<file path="src/rtl/split_2_pkg.sv">
// Shared constants for the split_2 assignment loader: variable widths,
// bit offsets of var_0..var_19 inside the 512-bit frame, and loader states.
package split_2_pkg;

    localparam int FRAME_BITS  = 512;
    localparam int FRAME_WORDS = 16;
    localparam int NUM_VARS    = 20;

    localparam int VAR_W [NUM_VARS] = '{
        28, 24, 27, 26, 17, 20, 30, 25, 26, 30,
        30, 32, 32, 21, 19, 19, 32, 24, 26, 24
    };

    // Prefix sums of VAR_W; the last variable ends exactly at bit 511.
    localparam int OFF [NUM_VARS] = '{
        0,   28,  52,  79,  105, 122, 142, 172, 197, 223,
        253, 283, 315, 347, 368, 387, 406, 438, 462, 488
    };

    typedef enum logic [1:0] {
        ST_LOAD   = 2'd0,
        ST_DRAIN  = 2'd1,
        ST_SETTLE = 2'd2,
        ST_REPORT = 2'd3
    } state_t;

endpackage

</file>
<file path="src/rtl/split_2_assign_loader.sv">
// Assembles a 16-word assignment frame onto var_bus, waits for the split_2
// checker to settle, samples chk_x and returns one verdict per frame.
//
// state     | meaning
// LOAD      | accepting frame words into var_bus
// DRAIN     | frame overran 16 words; discard until s_last
// SETTLE    | bus stable, counting CHECK_LAT+1 cycles before sampling chk_x
// REPORT    | verdict presented on m_*, waiting for m_ready
module split_2_assign_loader
    import split_2_pkg::*;
#(
    parameter int WORD_W    = 32,
    parameter int CHECK_LAT = 1,
    parameter int CNT_W     = 16
) (
    input  logic                  clk,
    input  logic                  rst_n,
    input  logic                  s_valid,
    output logic                  s_ready,
    input  logic [WORD_W-1:0]     s_data,
    input  logic                  s_last,
    output logic [FRAME_BITS-1:0] var_bus,
    input  logic                  chk_x,
    output logic                  m_valid,
    input  logic                  m_ready,
    output logic                  m_pass,
    output logic                  m_err,
    output logic [CNT_W-1:0]      pass_cnt,
    output logic [CNT_W-1:0]      fail_cnt
);

    localparam int IDX_W = $clog2(FRAME_WORDS);
    localparam logic [3:0] LAT_INIT = 4'(CHECK_LAT);

    state_t           state, state_nxt;
    logic [IDX_W-1:0] idx;
    logic [3:0]       lat_cnt;
    logic             err;
    logic             ready_en;
    logic             s_hs, m_hs, last_word;

    assign last_word = (idx == IDX_W'(FRAME_WORDS - 1));
    assign s_hs      = s_valid & s_ready;
    assign m_hs      = m_valid & m_ready;

    always_ff @(posedge clk or negedge rst_n) begin
        if (!rst_n) state <= ST_LOAD;
        else        state <= state_nxt;
    end

    always_comb begin
        state_nxt = state;
        s_ready   = 1'b0;
        m_valid   = 1'b0;
        case (state)
            ST_LOAD: begin
                s_ready = ready_en;
                if (s_hs) begin
                    if (s_last)         state_nxt = ST_SETTLE;
                    else if (last_word) state_nxt = ST_DRAIN;
                end
            end
            ST_DRAIN: begin
                s_ready = ready_en;
                if (s_hs && s_last) state_nxt = ST_SETTLE;
            end
            ST_SETTLE: begin
                if (lat_cnt == 4'd0) state_nxt = ST_REPORT;
            end
            ST_REPORT: begin
                m_valid = 1'b1;
                if (m_ready) state_nxt = ST_LOAD;
            end
            default: state_nxt = ST_LOAD;
        endcase
    end

    always_ff @(posedge clk or negedge rst_n) begin
        if (!rst_n) begin
            idx      <= '0;
            var_bus  <= '0;
            lat_cnt  <= '0;
            err      <= 1'b0;
            ready_en <= 1'b0;
            m_pass   <= 1'b0;
            m_err    <= 1'b0;
            pass_cnt <= '0;
            fail_cnt <= '0;
        end else begin
            ready_en <= 1'b1;
            // Timer reloads whenever we are outside SETTLE, so it always
            // starts from CHECK_LAT on the cycle after the final write.
            if (state != ST_SETTLE) lat_cnt <= LAT_INIT;
            case (state)
                ST_LOAD: begin
                    if (s_hs) begin
                        for (int w = 0; w < FRAME_WORDS; w++) begin
                            if (IDX_W'(w) == idx)
                                var_bus[w*WORD_W +: WORD_W] <= s_data;
                            else if (s_last && (IDX_W'(w) > idx))
                                var_bus[w*WORD_W +: WORD_W] <= '0;
                        end
                        idx <= idx + 1'b1;
                        if (s_last != last_word) err <= 1'b1;
                    end
                end
                ST_SETTLE: begin
                    if (lat_cnt == 4'd0) begin
                        m_pass <= chk_x & ~err;
                        m_err  <= err;
                    end else begin
                        lat_cnt <= lat_cnt - 4'd1;
                    end
                end
                ST_REPORT: begin
                    if (m_hs) begin
                        if (m_pass) begin
                            if (pass_cnt != '1) pass_cnt <= pass_cnt + 1'b1;
                        end else begin
                            if (fail_cnt != '1) fail_cnt <= fail_cnt + 1'b1;
                        end
                        err <= 1'b0;
                        idx <= '0;
                    end
                end
                default: ;
            endcase
        end
    end

endmodule

</file>
<file path="config.mk">
export PLATFORM = sky130hd
export DESIGN_NAME = split_2_assign_loader
export DESIGN_NICKNAME = d
export VERILOG_FILES = /design/src/rtl/split_2_pkg.sv /design/src/rtl/split_2_assign_loader.sv
export SDC_FILE = /design/constraint.sdc
export NUM_CORES = 1
export LEC_CHECK = 0
export CAP_MARGIN = 20
export CORE_ASPECT_RATIO = 0.75
export CORE_MARGIN = 10
export CORE_UTILIZATION = 52
export DETAILED_ROUTE_END_ITERATION = 8
export PLACE_DENSITY = 0.86
export RECOVER_POWER = 100
export SLEW_MARGIN = 5
export SYNTH_ARGS = -nofsm -noshare
export SYNTH_HDL_FRONTEND = slang
export SYNTH_SLANG_ARGS = --single-unit
</file>
<file path="constraint.sdc">
create_clock -name clk -period 3.3 [get_ports clk]
set_input_delay 0.99 -clock clk [delete_from_list [all_inputs] [get_ports clk]]
set_output_delay 0.99 -clock clk [all_outputs]
set_load 0.02 [all_outputs]
</file>
==> results.md, run 1 <==
Route:
- The final routed wire length divided by cell count is 29.76 µm.
- The sum of routed wire length over all layers is 83240 µm.
- The DRC violation count after routing is 0.
- The detailed router placed 17760 vias in this run.
- The count of TritonRoute iterations in the first routing pass is 5.
- The remaining antenna violation count after routing is 0.
- The detailed router finished its first iteration with 1721 violations.
- After detailed routing, the number of vias per cell comes to 6.351.

Logic synthesis:
- By count the netlist is led by dfrtp_1, a22o_1, nand2_1, nand3_1, clkbuf_1.
- The count of yosys warnings during synthesis is 0.
- The count of flip-flops with a built-in enable after synthesis is 0.
- The net count of the mapped netlist is 1706.
- dfrtp_1 is the most common cell in the netlist.
- The largest total area in the synthesized netlist belongs to dfrtp_1.
- By area the synthesized netlist is led by dfrtp_1, a22o_1, nand2_1.
- After synthesis, the mean cell area works out to 12.79 µm².
- The synthesized design contains 558 register bits.
- The synthesized instance count is 1656.
- The area share of the largest cell type after synthesis is 0.6591.
- The fraction of registers with async set/reset is 1.000.
- Summing every instance area after synthesis gives 21180 µm².
- Counting distinct cell types in the post-synthesis netlist gives 56.
- The share of the yosys chip area belonging to registers is 0.6591.
- The most common flop cell mapped by yosys is dfrtp_1.

Timing:
- Setup violations remaining at the end of the flow were counted as 0.
- The pin slew with the least headroom to its limit is 1865 ps.
- The post-route worst hold slack is 461.7 ps.
- Setup repair after global routing left no endpoint under its margin.
- The setup clock skew after layout is 11.68 ps.
- The worst relative slew slack is -0.2434.
- Based on the critical path, the design can be clocked at up to 307.3 MHz.
- The count of endpoints failing hold in the final timing report is 0.
- The shortest clock period the worst path allows after layout is 3254 ps.
- Of the available clock period, the critical path in the final layout requires 0.9862.
- The max-slew violation count is 67.
- The final worst-path setup slack is 45.64 ps.

Placed design:
- Prior to clock tree synthesis, the placed netlist has a worst setup slack of -55.43 ps.
- The global placer's final weighted congestion is 0.9185.
- The detailed-placement wirelength estimate is 57660 µm.
- The number of input and output port buffers inserted is 585.

Floorplanning:
- The full die area is 49290 µm².
- During I/O placement, the number of pins put on the boundary was 586.
- The floorplan step defined a core boundary enclosing 39890 µm².
- The number of placement rows is 63.
- The floorplan step set the die height to 194.8 µm.
- For this configuration, the core starts out at a cell density of 0.5311.
- The floorplan step set the die width to 253.1 µm.

Setup path:
- The data required time at the worst endpoint is 3760 ps.
- The critical path in this run is classified as in2reg.
- The worst endpoint data arrival time is 3710 ps.
- The worst setup path is launched from an input port.
- The worst setup path is captured at a flop.
- In this run the worst path has a maximum fanout of 21.

Run status:
- The run finished, with violations left.
- The checks that failed: capacitance limit, slew limit.

GRT:
- The via count of the first global-routing pass was 17800.
- The global-route wire length before repair is 121700 µm.
- The number of antenna violations at the first check in global routing came to 1.
- Summed over all layers, the global routing overflow is 0.
- Across every metal layer, demand over resource in global routing totals 0.3268.
- The pin count of the biggest net entering global routing is 73.

Power:
- The static leakage is 15.38 nW.
- Dividing total power by cell area gives a power density of 628.6 nW/µm².
- The net switching power of the design is 5.703 mW.
- Across the VDD grid, the largest voltage drop is 0.0005128 V.
- The sequential share of power is 0.440.
- The internal portion of the total power is 12.78 mW.
- The switching fraction of total power is 0.3085.
- The share of total power dissipated in the clock network is 0.330.
- The proportion of power drawn by combinational gates is 0.230.

Clock network:
- The total clock buffers created by CTS is 52.
- The clock net sink count is 558.
- The buffer levels on the longest clock path is 3.
- In this run the number of H-tree levels came out at 2.
- The number of buffers inserted by post-CTS setup repair is 0.
- The insertion delay to the later sink of the worst-skew pair is 570 ps.
- The clock transition at the registers of the reported paths is 70 ps.
- The clock root buffer master is clkbuf_16.
- TritonCTS built the clock tree.

Cells and area:
- Compared with the post-synthesis result, the final layout area differs by 38.80%.
- Of the cells placed in the final design, the portion with a size suffix greater than 1 is 0.08612.
- The final layout contains 2287 nets.

Worst hold path:
- The class of the tightest hold or removal check is reg2reg.

Job:
- The max-cap violation count is 1.
per-layer routing:
| metal | global-route usage | vias to the layer above | wire length (µm) | share of wire |
|---|---|---|---|---|
| li1 | - | 7159 | - | - |
| met3 | 0.1112 | 264 | 10570 | 0.13 |
| met2 | 0.4973 | 1295 | 37550 | 0.45 |
| met5 | 0 | - | 0 | 0 |
| met1 | 0.4123 | 9046 | 30290 | 0.36 |
| met4 | 0.1598 | 0 | 4835 | 0.058 |
critical path, cell delays in order:
cell	delay, ps
dlygate4sd3_1	710
nand3_4	100
nor2_1	700
o211ai_1	300
clkbuf_2	490
a22o_1	390
layout make-up:
class / instances / area, µm²
Tap cell: 520 / 650.6
Inverter: 11 / 41.29
Timing Repair Buffer: 685 / 6566
Fill cell: 2476 / 10480
Sequential cell: 558 / 13960
Clock inverter: 19 / 217.7
Multi-Input combinational cell: 929 / 6467
Clock buffer: 74 / 1495
Antenna cell: 1 / 2.502
power groups by stage:
stage	clock network [mW]	registers (mW)	logic [mW]
floorplan	0	9.01	1.27
global placement	0	8.20	4.42
detailed placement	0	8.24	4.55
CTS	6.11	8.15	4.58
global route	6.43	8.22	4.46
finish	6.09	8.13	4.26
what timing repair did:
action	CTS	global route
hold buffers	0	0
setup endpoints to repair	1	0
resized for setup	1	0
stage by stage:
stage	total power [mW]	utilization	std cells	area (µm²)	TNS [ps]
finish	18.48	0.7372	2797	29400	0
global route	19.10	0.7372	2797	29400	0
CTS	18.85	0.7446	2795	29700	0
detailed placement	12.79	0.7016	2702	27980	-1220
global placement	12.63	0.7009	2701	27950	0
floorplan	10.28	-	1656	21180	0
cells in the final DEF (no fill, tap or decap), types with 6 or more instances in the layout:
cell type	Yosys	routed
nand4_1	11	11
inv_1	10	11
and3_1	14	7
clkinvlp_4	0	6
o21ai_0	25	44
and3_2	0	7
clkbuf_8	0	9
dlygate4sd3_1	0	549
nand2_1	224	222
a22o_1	387	387
xnor2_1	22	22
clkbuf_16	0	53
nor2_1	11	12
a21oi_1	12	12
nor3_1	9	9
nand3_1	85	85
mux2_1	30	30
clkbuf_4	0	6
clkinv_2	0	7
ha_1	12	11
clkbuf_2	0	19
dfrtp_1	558	558
clkbuf_1	82	28
clkdlybuf4s50_1	0	35
buf_4	8	55
xor2_1	6	6
cells by family (layout without fill, tap and decap cells):
group,after synthesis,after routing,synth area share
AOI/OAI and AO/OA,465,465,0.1824
xor gates and xnor gates,28,28,0.01158
adders and majority gates,12,12,0.007087
buffers and inverters,169,789,0.03697
DFF,558,558,0.6591
muxes,38,38,0.01996
other,1,2,0.0001770
and+or+nand+nor,385,385,0.08269
final timing paths:
path	from	endpoint	slack [ps]	depth (start not counted)
worst min register to register	var_bus[308]	var_bus[308]	460	2
worst min-delay path	var_bus[308]	var_bus[308]	460	2
min in group asynchronous	rst_n	var_bus[485]	930	1
worst max-delay path	s_valid	var_bus[49]	50	6
worst max register to register	state[1]	var_bus[49]	340	7
max in group asynchronous	rst_n	var_bus[60]	390	2
registers in the layout, indices dropped and copies added, names as in the netlist:
register / cells
var_bus: 512
idx: 4
state: 2
lat_cnt: 4
fail_cnt: 16
err: 1
ready_en: 1
m_pass: 1
pass_cnt: 16
m_err: 1
(Power assumes the default switching activity.)
==> run 2, diff against run 1 <==
CORE_AREA = 10 10 219 221   (was default)
CORE_ASPECT_RATIO = default   (was 0.75)
CORE_MARGIN = default   (was 10)
CORE_UTILIZATION = default   (was 52)
DIE_AREA = 0 0 229 231   (was default)
MAX_ROUTING_LAYER = met4   (was default)
PLACE_DENSITY = 0.81   (was 0.86)
==> run 2 against run 1 <==
Effect of this change:
- the flow still finishes with violations (capacitance limit, slew limit)
- hold slack got worse by 0.51 ps
- sequential share of layout area decreased by 0.58 points
- register-to-register slack better by 20 ps
- global-route usage fell by 0.94 points
- fmax is 3.4% higher
- clock skew rose by 2.9 ps
- cell count grew 2.8%
- critical path depth rose by 1
- worst setup slack gained 110 ps
- via count is 0.29% lower
- first-iteration DRC count increased by 12%
- critical path type unchanged
- critical endpoint is now var_bus[117]
- largest cell class unchanged
- largest power group unchanged
==> results.md, run 2 (same netlist as run 1, synthesis figures left out) <==
GRT:
- The total congestion overflow came to 0 (unchanged).
- The via count of the first global-routing pass is 17950 (+0.85%).
- The global-route usage over all layers is 0.3174 (-0.009351).
- The number of antenna violations at the first check in global routing is 1 (unchanged).
- The pin count of the biggest net entering global routing was 85 (+16%).
- The global-route wire length before repair is 123600 µm (+1.5%).

Clock network:
- The number of buffers inserted by post-CTS setup repair came to 0 (unchanged).
- The clock net sink count was 558 (unchanged).
- The count of H-tree levels built during CTS is 2 (unchanged).
- The clock transition at the registers of the reported paths came to 60 ps (about the same).
- The total clock buffers created by CTS is 55 (+5.8%).
- The hold buffer count at CTS came to 0 (unchanged).
- The clock root buffer master is clkbuf_16.
- The insertion delay to the later sink of the worst-skew pair was 590 ps (+20 ps).
- The buffer levels on the longest clock path is 3 (unchanged).
- The TritonCTS clock tree is built.

Setup path:
- The number of cell instances on the worst register-to-register path came to 8 (+1).
- STA classifies the critical path startpoint as an input port.
- The setup slack on the worst flop-to-flop path came to 360 ps (+20 ps).
- The buffering stage count on the worst path with inverters included is 3 (+1).
- The data required time at the worst endpoint came to 3780 ps (+20 ps).
- The startpoint of the worst-slack reg-to-reg timing path is state[1].
- The worst endpoint data arrival time is 3620 ps (-90 ps).
- The signal on the critical path passes through dlygate4sd3_1 -> nand3_1 -> nor3_1 -> clkbuf_1 -> o21ai_1 -> clkbuf_4 -> a22o_1.
- The type of element capturing the critical path is a flop.
- The largest fanout of any net on the critical path is 29 (+38%).
- The delay of the slowest cell on the worst path came to 610 ps (-100 ps).
- The critical path is of the in2reg type.
- The cell family contributing the most delay on the critical path is buffers and inverters.
- The largest individual stage delay along the critical path comes from the cell dlygate4sd3_1.
- The worst register-to-register path ends at var_bus[117].

Power:
- The static leakage was 15.54 nW (+1.0%).
- The maximum vdd ir drop is 0.0005582 V (+8.8%).
- The power density over the cells is 640.4 nW/µm² (+1.9%).
- The total power is 19.06 mW (+3.1%).

Timing:
- The pin slew with the least headroom to its limit is 2662 ps (+797.4 ps).
- The final worst-path setup slack came to 153.5 ps (+107.8 ps).
- The ratio of final minimum period to clock period is 0.9535 (-0.03268).
- Setup repair after global routing left no endpoint under its margin.
- The final setup violation count is 0 (unchanged).
- The peak clock frequency supported by timing came to 317.8 MHz (+3.4%).
- The sum of negative setup slack came to 0 ps (unchanged).
- The max-slew violation count came to 80 (+19%).
- The worst relative slew slack is -0.7750 (-0.5316).
- The post-route worst hold slack is 461.2 ps (-0.5120 ps).
- The count of endpoints failing hold in the final timing report is 0 (unchanged).
- The setup clock skew after layout is 14.59 ps (+2.906 ps).
- The shortest clock period the worst path allows after layout is 3147 ps (-107.8 ps).

Route:
- The total number of vias is 17710 (-0.29%).
- The initial detailed-routing violation count was 1934 (+12%).
- The sum of routed wire length over all layers came to 84410 µm (+1.4%).
- The remaining antenna violation count after routing is 0 (unchanged).
- The final routed wire length divided by cell count is 29.35 µm (-1.4%).
- The average via count per standard cell is 6.159 (-3.0%).
- The count of TritonRoute iterations in the first routing pass is 6 (+1).
- The DRC violation count after routing was 0 (unchanged).

Floorplanning:
- The height of the die is 231 µm (+19%).
- The area of the core region was 43740 µm² (+9.7%).
- The number of I/O pins is 586 (unchanged).
- The initial standard-cell utilization of the core is 0.4843 (-0.04679).
- The die width is 229 µm (-9.5%).
- The number of placement rows is 77 (+22%).
- The full die area is 52900 µm² (+7.3%).

Worst hold path:
- The path with the worst hold slack has its endpoint at var_bus[435].
- The class of the tightest hold or removal check is reg2reg.
- In this run the most critical hold path is launched from var_bus[435].
- The number of cells traversed by the worst hold path is 2 (unchanged).

Cells and area:
- More flip-flops sit in one register than any other, and that register is var_bus.
- The flip-flop count of the largest register, all copies and words added came to 512 (unchanged).
- The number of nets in the layout is 2291 (+0.17%).
- In the layout the commonest cells are dfrtp_1, dlygate4sd3_1, a22o_1.
- The most common cell after layout, fill and taps aside is dfrtp_1.
- Compared with the post-synthesis result, the final layout area differs by 40.52%.
- The core occupancy in the finished layout is 0.6806 (-0.05663).
- In the final layout, the registers with the most flip-flops are var_bus x512, fail_cnt x16, pass_cnt x16.
- The share of layout cells above drive strength 1 is 0.08804 (+0.001926).

Placed design:
- The number of input and output port buffers inserted is 585 (unchanged).
- The global placer's final weighted congestion is 0.9025 (-1.7%).
- The pre-CTS setup slack came to 124.3 ps (+179.7 ps).
- The detailed-placement wirelength estimate is 57830 µm (+0.30%).

Job:
- The max-cap violation count is 1 (unchanged).

Run status:
- The flow ran to the end, but the final reports show violations.
- The final reports fail on capacitance limit, slew limit.
==> run 2: cell types whose count changed in the layout (fill, tap and decap cells not counted), sizes merged <==
cell and delta:
bufinv +4, clkinvlp -6, buf +11, clkbuf -2
clkinv +2, inv -1, clkdlybuf4s50 -1
==> run 2: final cells by class <==
cell class	count	area (µm²)
sequential	558	13960
antenna	1	2.502
clock buffer	81	1607
fill	3080	13970
tap	592	740.7
multi-input combinational	929	6459
inverter	11	41.29
clock inverter	18	301.5
timing repair buffer	686	6654
==> run 2: what timing repair did <==
action | CTS | global route
cloned | 0 | 0
setup endpoints to repair | 1 | 1
resized for setup | 1 | 1
pin swaps | 0 | 0
==> run 2: routing by layer <==
| layer | part of all wire | GRT usage | vias to the layer above |
|---|---|---|---|
| li1 | - | - | 7170 |
| met1 | 0.37 | 0.3823 | 8998 |
| met2 | 0.47 | 0.4972 | 1279 |
| met3 | 0.10 | 0.08180 | 265 |
| met4 | 0.055 | 0.1467 | 0 |
| met5 | 0 | - | - |
==> run 2: through the flow <==
stage | cell area [µm²] | instances
final | 29770 | 2876
after global routing | 29770 | 2876
after CTS | 29980 | 2875
after detailed placement | 28070 | 2776
after global placement | 28040 | 2775
after floorplan | 21180 | 1656
==> run 2: worst max-delay path by stage <==
stage / startpoint / to / slack, ps / depth (start not counted)
3_3_place_gp: s_valid / var_bus[465] / 200 / 6
5_1_grt: state[1] / m_valid / 60 / 2
6_report: s_valid / var_bus[117] / 150 / 7
4_1_cts: state[1] / s_ready / 50 / 4
2_1_floorplan: s_valid / var_bus[0] / 1130 / 6
3_5_place_dp: s_valid / var_bus[453] / 120 / 6
==> run 2: power breakdown <==
group          total (mW)  internal, mW  switching [mW]
clock                6.63          3.99            2.65
sequential           8.13          7.60           0.529
combinational        4.31          1.71            2.59
total                19.1          13.3            5.77
==> run 2: tightest hold or removal path, stage by stage, from the launching register on <==
cell	delay, ps
dfrtp_1	340
nand2_1	50
nand2_1	50
